`src/rtl/bht_sram_ctrl.sv`:
```
// bht_sram_ctrl: clears, reads and read-modify-write updates a 1-port SRAM of saturating branch counters
module bht_sram_ctrl #(
  parameter int ADDR_WIDTH = 9,
  parameter int CTR_WIDTH = 2,
  parameter logic [CTR_WIDTH-1:0] INIT_VAL = 2'b01,
  parameter int STARVE_LIMIT = 4
) (
  input  logic                  clk,
  input  logic                  rst_n,
  input  logic                  pred_req_valid,
  output logic                  pred_req_ready,
  input  logic [ADDR_WIDTH-1:0] pred_req_idx,
  output logic                  pred_resp_valid,
  output logic [CTR_WIDTH-1:0]  pred_resp_ctr,
  output logic                  pred_resp_taken,
  input  logic                  upd_valid,
  output logic                  upd_ready,
  input  logic [ADDR_WIDTH-1:0] upd_idx,
  input  logic                  upd_taken,
  output logic                  init_done,
  output logic                  sram_csb0,
  output logic                  sram_web0,
  output logic [ADDR_WIDTH-1:0] sram_addr0,
  output logic [CTR_WIDTH-1:0]  sram_din0,
  input  logic [CTR_WIDTH-1:0]  sram_dout0
);
  localparam int SW = $clog2(STARVE_LIMIT + 1);
  localparam logic [SW-1:0] SLIM = SW'(STARVE_LIMIT);
  localparam logic [CTR_WIDTH-1:0] CMAX = '1;
  typedef enum logic [1:0] {INIT, IDLE, UPD_MOD} state_t;
  state_t                state;
  logic [ADDR_WIDTH-1:0] init_cnt;
  logic [ADDR_WIDTH-1:0] upd_idx_q;
  logic                  upd_taken_q;
  logic                  upd_pending;
  logic [SW-1:0]         starve_cnt;
  logic                  pred_fire;
  logic                  upd_fire;
  logic                  grant;
  logic [CTR_WIDTH-1:0]  ctr_new;
  // The buffer frees up while its write is issued, so back-to-back updates cost 2 port cycles each
  assign upd_ready = init_done && (!upd_pending || state == UPD_MOD);
  assign pred_req_ready = init_done && state == IDLE && !(upd_pending && starve_cnt == SLIM);
  assign pred_fire = pred_req_valid && pred_req_ready;
  assign upd_fire = upd_valid && upd_ready;
  assign grant = state == IDLE && !pred_fire && upd_pending;
  assign pred_resp_ctr = sram_dout0;
  assign pred_resp_taken = sram_dout0[CTR_WIDTH-1];
  assign ctr_new = upd_taken_q ? (sram_dout0 == CMAX ? CMAX : sram_dout0 + CTR_WIDTH'(1))
                               : (sram_dout0 == '0 ? '0 : sram_dout0 - CTR_WIDTH'(1));
  always_comb begin
    sram_csb0 = !(state != IDLE || pred_fire || upd_pending);
    sram_web0 = state == IDLE;
    sram_addr0 = state == INIT ? init_cnt : pred_fire ? pred_req_idx : upd_pending ? upd_idx_q : '0;
    sram_din0 = state == INIT ? INIT_VAL : state == UPD_MOD ? ctr_new : '0;
  end
  always_ff @(posedge clk or negedge rst_n) begin
    if (!rst_n) begin
      state <= INIT;
      init_cnt <= '0;
      init_done <= 1'b0;
      upd_pending <= 1'b0;
      upd_idx_q <= '0;
      upd_taken_q <= 1'b0;
      starve_cnt <= '0;
      pred_resp_valid <= 1'b0;
    end else begin
      pred_resp_valid <= pred_fire;
      init_cnt <= init_cnt + ADDR_WIDTH'(state == INIT);
      init_done <= init_done || (state == INIT && &init_cnt);
      state <= state == INIT ? (&init_cnt ? IDLE : INIT) : grant ? UPD_MOD : IDLE;
      upd_pending <= upd_fire || (upd_pending && state != UPD_MOD);
      starve_cnt <= (upd_pending && state == IDLE && !grant)
                    ? (starve_cnt == SLIM ? starve_cnt : starve_cnt + SW'(1)) : '0;
      if (upd_fire) begin
        upd_idx_q <= upd_idx;
        upd_taken_q <= upd_taken;
      end
    end
  end
endmodule

```
`config.mk`:
```
export PLATFORM = sky130hd
export DESIGN_NAME = bht_sram_ctrl
export DESIGN_NICKNAME = d
export VERILOG_FILES = /design/src/rtl/bht_sram_ctrl.sv
export SDC_FILE = /design/constraint.sdc
export NUM_CORES = 1
export LEC_CHECK = 0
export ABC_AREA = 1
export CORE_MARGIN = 3
export CORE_UTILIZATION = 35
export CTS_BUF_LIST = sky130_fd_sc_hd__clkbuf_8 sky130_fd_sc_hd__clkbuf_16
export CTS_CLUSTER_SIZE = 30
export DETAILED_ROUTE_END_ITERATION = 10
export SLEW_MARGIN = 20
export SYNTH_ARGS = -nofsm -noshare
export SYNTH_HDL_FRONTEND = slang
export SYNTH_SLANG_ARGS = --single-unit
```
`constraint.sdc`:
```
create_clock -name clk -period 3.05 [get_ports clk]
set_input_delay 0.305 -clock clk [delete_from_list [all_inputs] [get_ports clk]]
set_output_delay 0.305 -clock clk [all_outputs]
set_load 0.1 [all_outputs]
```
==> results.txt <==
In this run the power density over the cells is 318 nW/µm². The floorplan die height was 72.5 µm; the buffer count from post-CTS setup fixing was 0. In the final timing run, aggregate negative setup slack is 0 ns.

The commonest cells after synthesis are 73 x nand2_1, 27 x dfrtp_1, 26 x inv_1, 22 x nand3_1, 12 x nand4_1. The synthesis warning total came out at 0. The flow ran to the end, and the final reports show no timing, DRC or antenna violations.

The tools report the maximum count of clock buffers along a single path as 2. The proportion of layout cells with a drive suffix above 1 was 0.132. The core box area is 4140 µm². The tools report the kind of start point of the critical path as a register. Port buffering added 44 buffers.

Area added between synthesis and finish: 28.1%. The initial standard-cell utilization of the core is 0.373, and the endpoint required time on the critical path is 2.74 ns. Measured along the x axis, the die boundary spans 72.5 µm. Critical path start-end classification: reg2out. The buffering stage count on the worst path with inverters included came out at 2. The post-synth net total is 233. Based on the critical path, the design can be clocked at up to 415 MHz. The cell area after layout was 1980 µm²; the number of global-route vias before repair was 1300. The clock transition at the register clock pins on the worst setup and hold paths after CTS was 0.10 ns; the HPWL after detailed placement was 2830 µm. The synthesized netlist cell count is 204, and the worst relative slew slack is 0.354.

The logs give 27 for the clock net sink count and 0.00753 ns for the setup skew after layout. In this run the worst hold path is classified as in2async. The mapped cell area is 1550 µm². STA classifies the critical path endpoint as a primary output. The run gives 0 as the number of antenna violations at the first check in global routing.

Across the VDD grid, the largest voltage drop is 0.131 mV. Gates resized during post-CTS repair numbered 0. The kind of cell with the highest combined delay on the critical path was simple AND/OR/NAND/NOR gates. In this run the core area contains 23 standard-cell rows.

The most area-hungry cell type in the Yosys netlist is dfrtp_1. The logs give 5820 µm for the wire length of the first global-routing pass and 28 for the largest net degree at the start of global routing. For this run, the post-layout net count is 272. The run gives 5260 µm² as the overall die area.

Cell at the slowest stage of the critical path: dfrtp_1. In the routed design, unresolved DRC markers number 0. The repair_antennas step left the layout with diodes totalling 0. The count of pins over their slew limit was 0; the final number of setup-violating endpoints was 0. The endpoint of the lowest-slack register-to-register path is init_cnt[8].

Flip-flop cell with the highest count after synthesis: dfrtp_1. The mean cell area of the mapped netlist is 7.59 µm². Number of flip-flops and latches in the synthesized netlist: 27. Among all cell types in the netlist, the one instantiated most often is nand2_1. For the worst setup path, the data arrival time is 2.10 ns.

The filler cells instantiated in the layout total 441. The detailed-route vias per instance came out at 4.68. The startpoint of the most critical register-to-register path was state[0]. The tools report the sequential element share of the synthesized area as 0.437. The count of TritonRoute iterations in the first routing pass was 4. The tools report the number of library cell types mapped by synthesis as 23.

Across all register-to-register paths, the minimum setup slack is 1.17 ns. The final critical delay including setup and external delays works out to 2.41 ns. 45 I/O pins were placed. Critical path's largest stage delay: 0.39 ns. The max-cap check violation count came out at 0. The total cell area at the placement stage is 1930 µm², and the number of failing hold endpoints at the final stage is 0. The global-route usage over all layers was 0.143. At the pin with the least slew margin, the transition time is 0.966 ns.

The H-tree level count is 1, and the maximum fanout along the worst path is 12. The tree is rooted in a clkbuf_8. At the end of routability-driven placement, the weighted congestion stood at 0.890. TritonCTS built the clock tree. The length in cells of the worst reg-to-reg path came out at 9. Buffers inserted to repair hold after CTS numbered 0.

The per-cell routed wire length was 12.3 µm. For the detailed-route wire length, the log shows 3600 µm. Sorting the synthesized cells by area gives the leading types as dfrtp_1 44%, nand2_1 18%, nand3_1 7.1%, inv_1 6.3%, nand4_1 4.9%.

Aggregate global routing overflow: 0. Detailed routing inserted a total of 1368 vias. At the later pin of the worst-skew pair, clock insertion delay measures 0.27 ns. Traced cell by cell, the critical path runs through inv_1, ha_1, nand3_1, nand3_2, nand2_1, nand3_1, nand2_1, buf_4.

For this block, the initial DRC count from the detailed router was 76. Buffers inserted during clock tree synthesis total 3. The area fraction of the dominant cell type after synthesis is 0.437, and the reported leakage power is 1.09 nW. The fraction of synthesis flops using an asynchronous set or reset pin was 1.00; the part of the cycle the worst path needs was 0.789. The remaining antenna violation count after routing was 0; the number of enable flip-flop cells after synthesis was 0. Setup repair after global routing left no endpoint under its margin.
-- state kept, by name, summed over array words and instances, names as in the netlist --
name             flops
init_cnt             9
upd_idx_q            9
starve_cnt           3
upd_pending          1
pred_resp_valid      1
upd_taken_q          1
init_done            1
state                2
-- routing by layer --
metal | vias to the layer above | share of wire | global-route usage
met2 | 41 | 0.43 | 0.228
met1 | 607 | 0.48 | 0.193
met4 | 0 | 0.014 | 0.0451
li1 | 714 | - | -
met5 | - | 0 | 0
met3 | 6 | 0.072 | 0.0319
-- power breakdown --
group	total, mW	leakage, nW	internal [mW]	switching, mW
registers	0.358	0.372	0.358	0
logic	0.0653	0.699	0.0313	0.0340
clock network	0.208	0.0217	0.0928	0.115
total	0.631	1.09	0.482	0.149
-- cell families after synthesis --
group	synth area share
AOI/OAI and AO/OA	0.0186
xor gates and xnor gates	0.0396
DFF	0.437
adders and majority gates	0.0323
and+or+nand+nor	0.348
buffers and inverters	0.124
-- final cells by class --
cell class / count / area (µm²) / share of cell area
clock buffers: 3 / 41.3 / 0.0208
well taps: 50 / 62.6 / 0.0316
multi-input cells: 137 / 679 / 0.343
clock inverters: 1 / 7.51 / 0.00379
inverters: 28 / 105 / 0.0530
flip-flops and latches: 27 / 676 / 0.341
repair buffers: 46 / 410 / 0.207
-- how the worst max path moves through the flow --
stage,from,end,slack (ns),cells after the start
floorplan,state[0],sram_din0[1],0.15,3
global placement,pred_req_valid,sram_addr0[5],0.90,6
detailed placement,pred_req_valid,sram_addr0[6],0.89,6
CTS,upd_pending,sram_addr0[6],0.64,6
global route,upd_pending,sram_addr0[8],0.44,6
finish,starve_cnt[0],sram_addr0[8],0.64,8
-- stage by stage --
step | util | hold slack (ns) | worst slack, ns | cells | total power [mW]
after global routing | 0.478 | 0.424 | 0.439 | 292 | 0.658
after detailed placement | 0.466 | 0.464 | 0.888 | 288 | 0.431
final | 0.478 | 0.395 | 0.642 | 292 | 0.631
after global placement | 0.466 | 0.452 | 0.905 | 288 | 0.431
after CTS | 0.478 | 0.408 | 0.638 | 292 | 0.639
after floorplan | - | 0.00941 | 0.153 | 204 | 0.390
-- cells in the final DEF, fill, tap and decap left out --
cell type / instances
inv_1: 26
nand3_1: 22
o21ai_0: 1
nand2_2: 3
xor2_1: 4
dfrtp_1: 27
nand3_2: 1
clkbuf_8: 3
nor2_4: 1
nor3_1: 2
nor2_1: 8
nand4_1: 12
a211o_2: 1
buf_4: 20
a21oi_2: 1
clkinv_1: 1
clkinvlp_4: 1
nand2_1: 73
clkdlybuf4s50_1: 26
ha_1: 4
inv_2: 1
a21oi_1: 1
xnor2_1: 3
(Power assumes the default switching activity.)
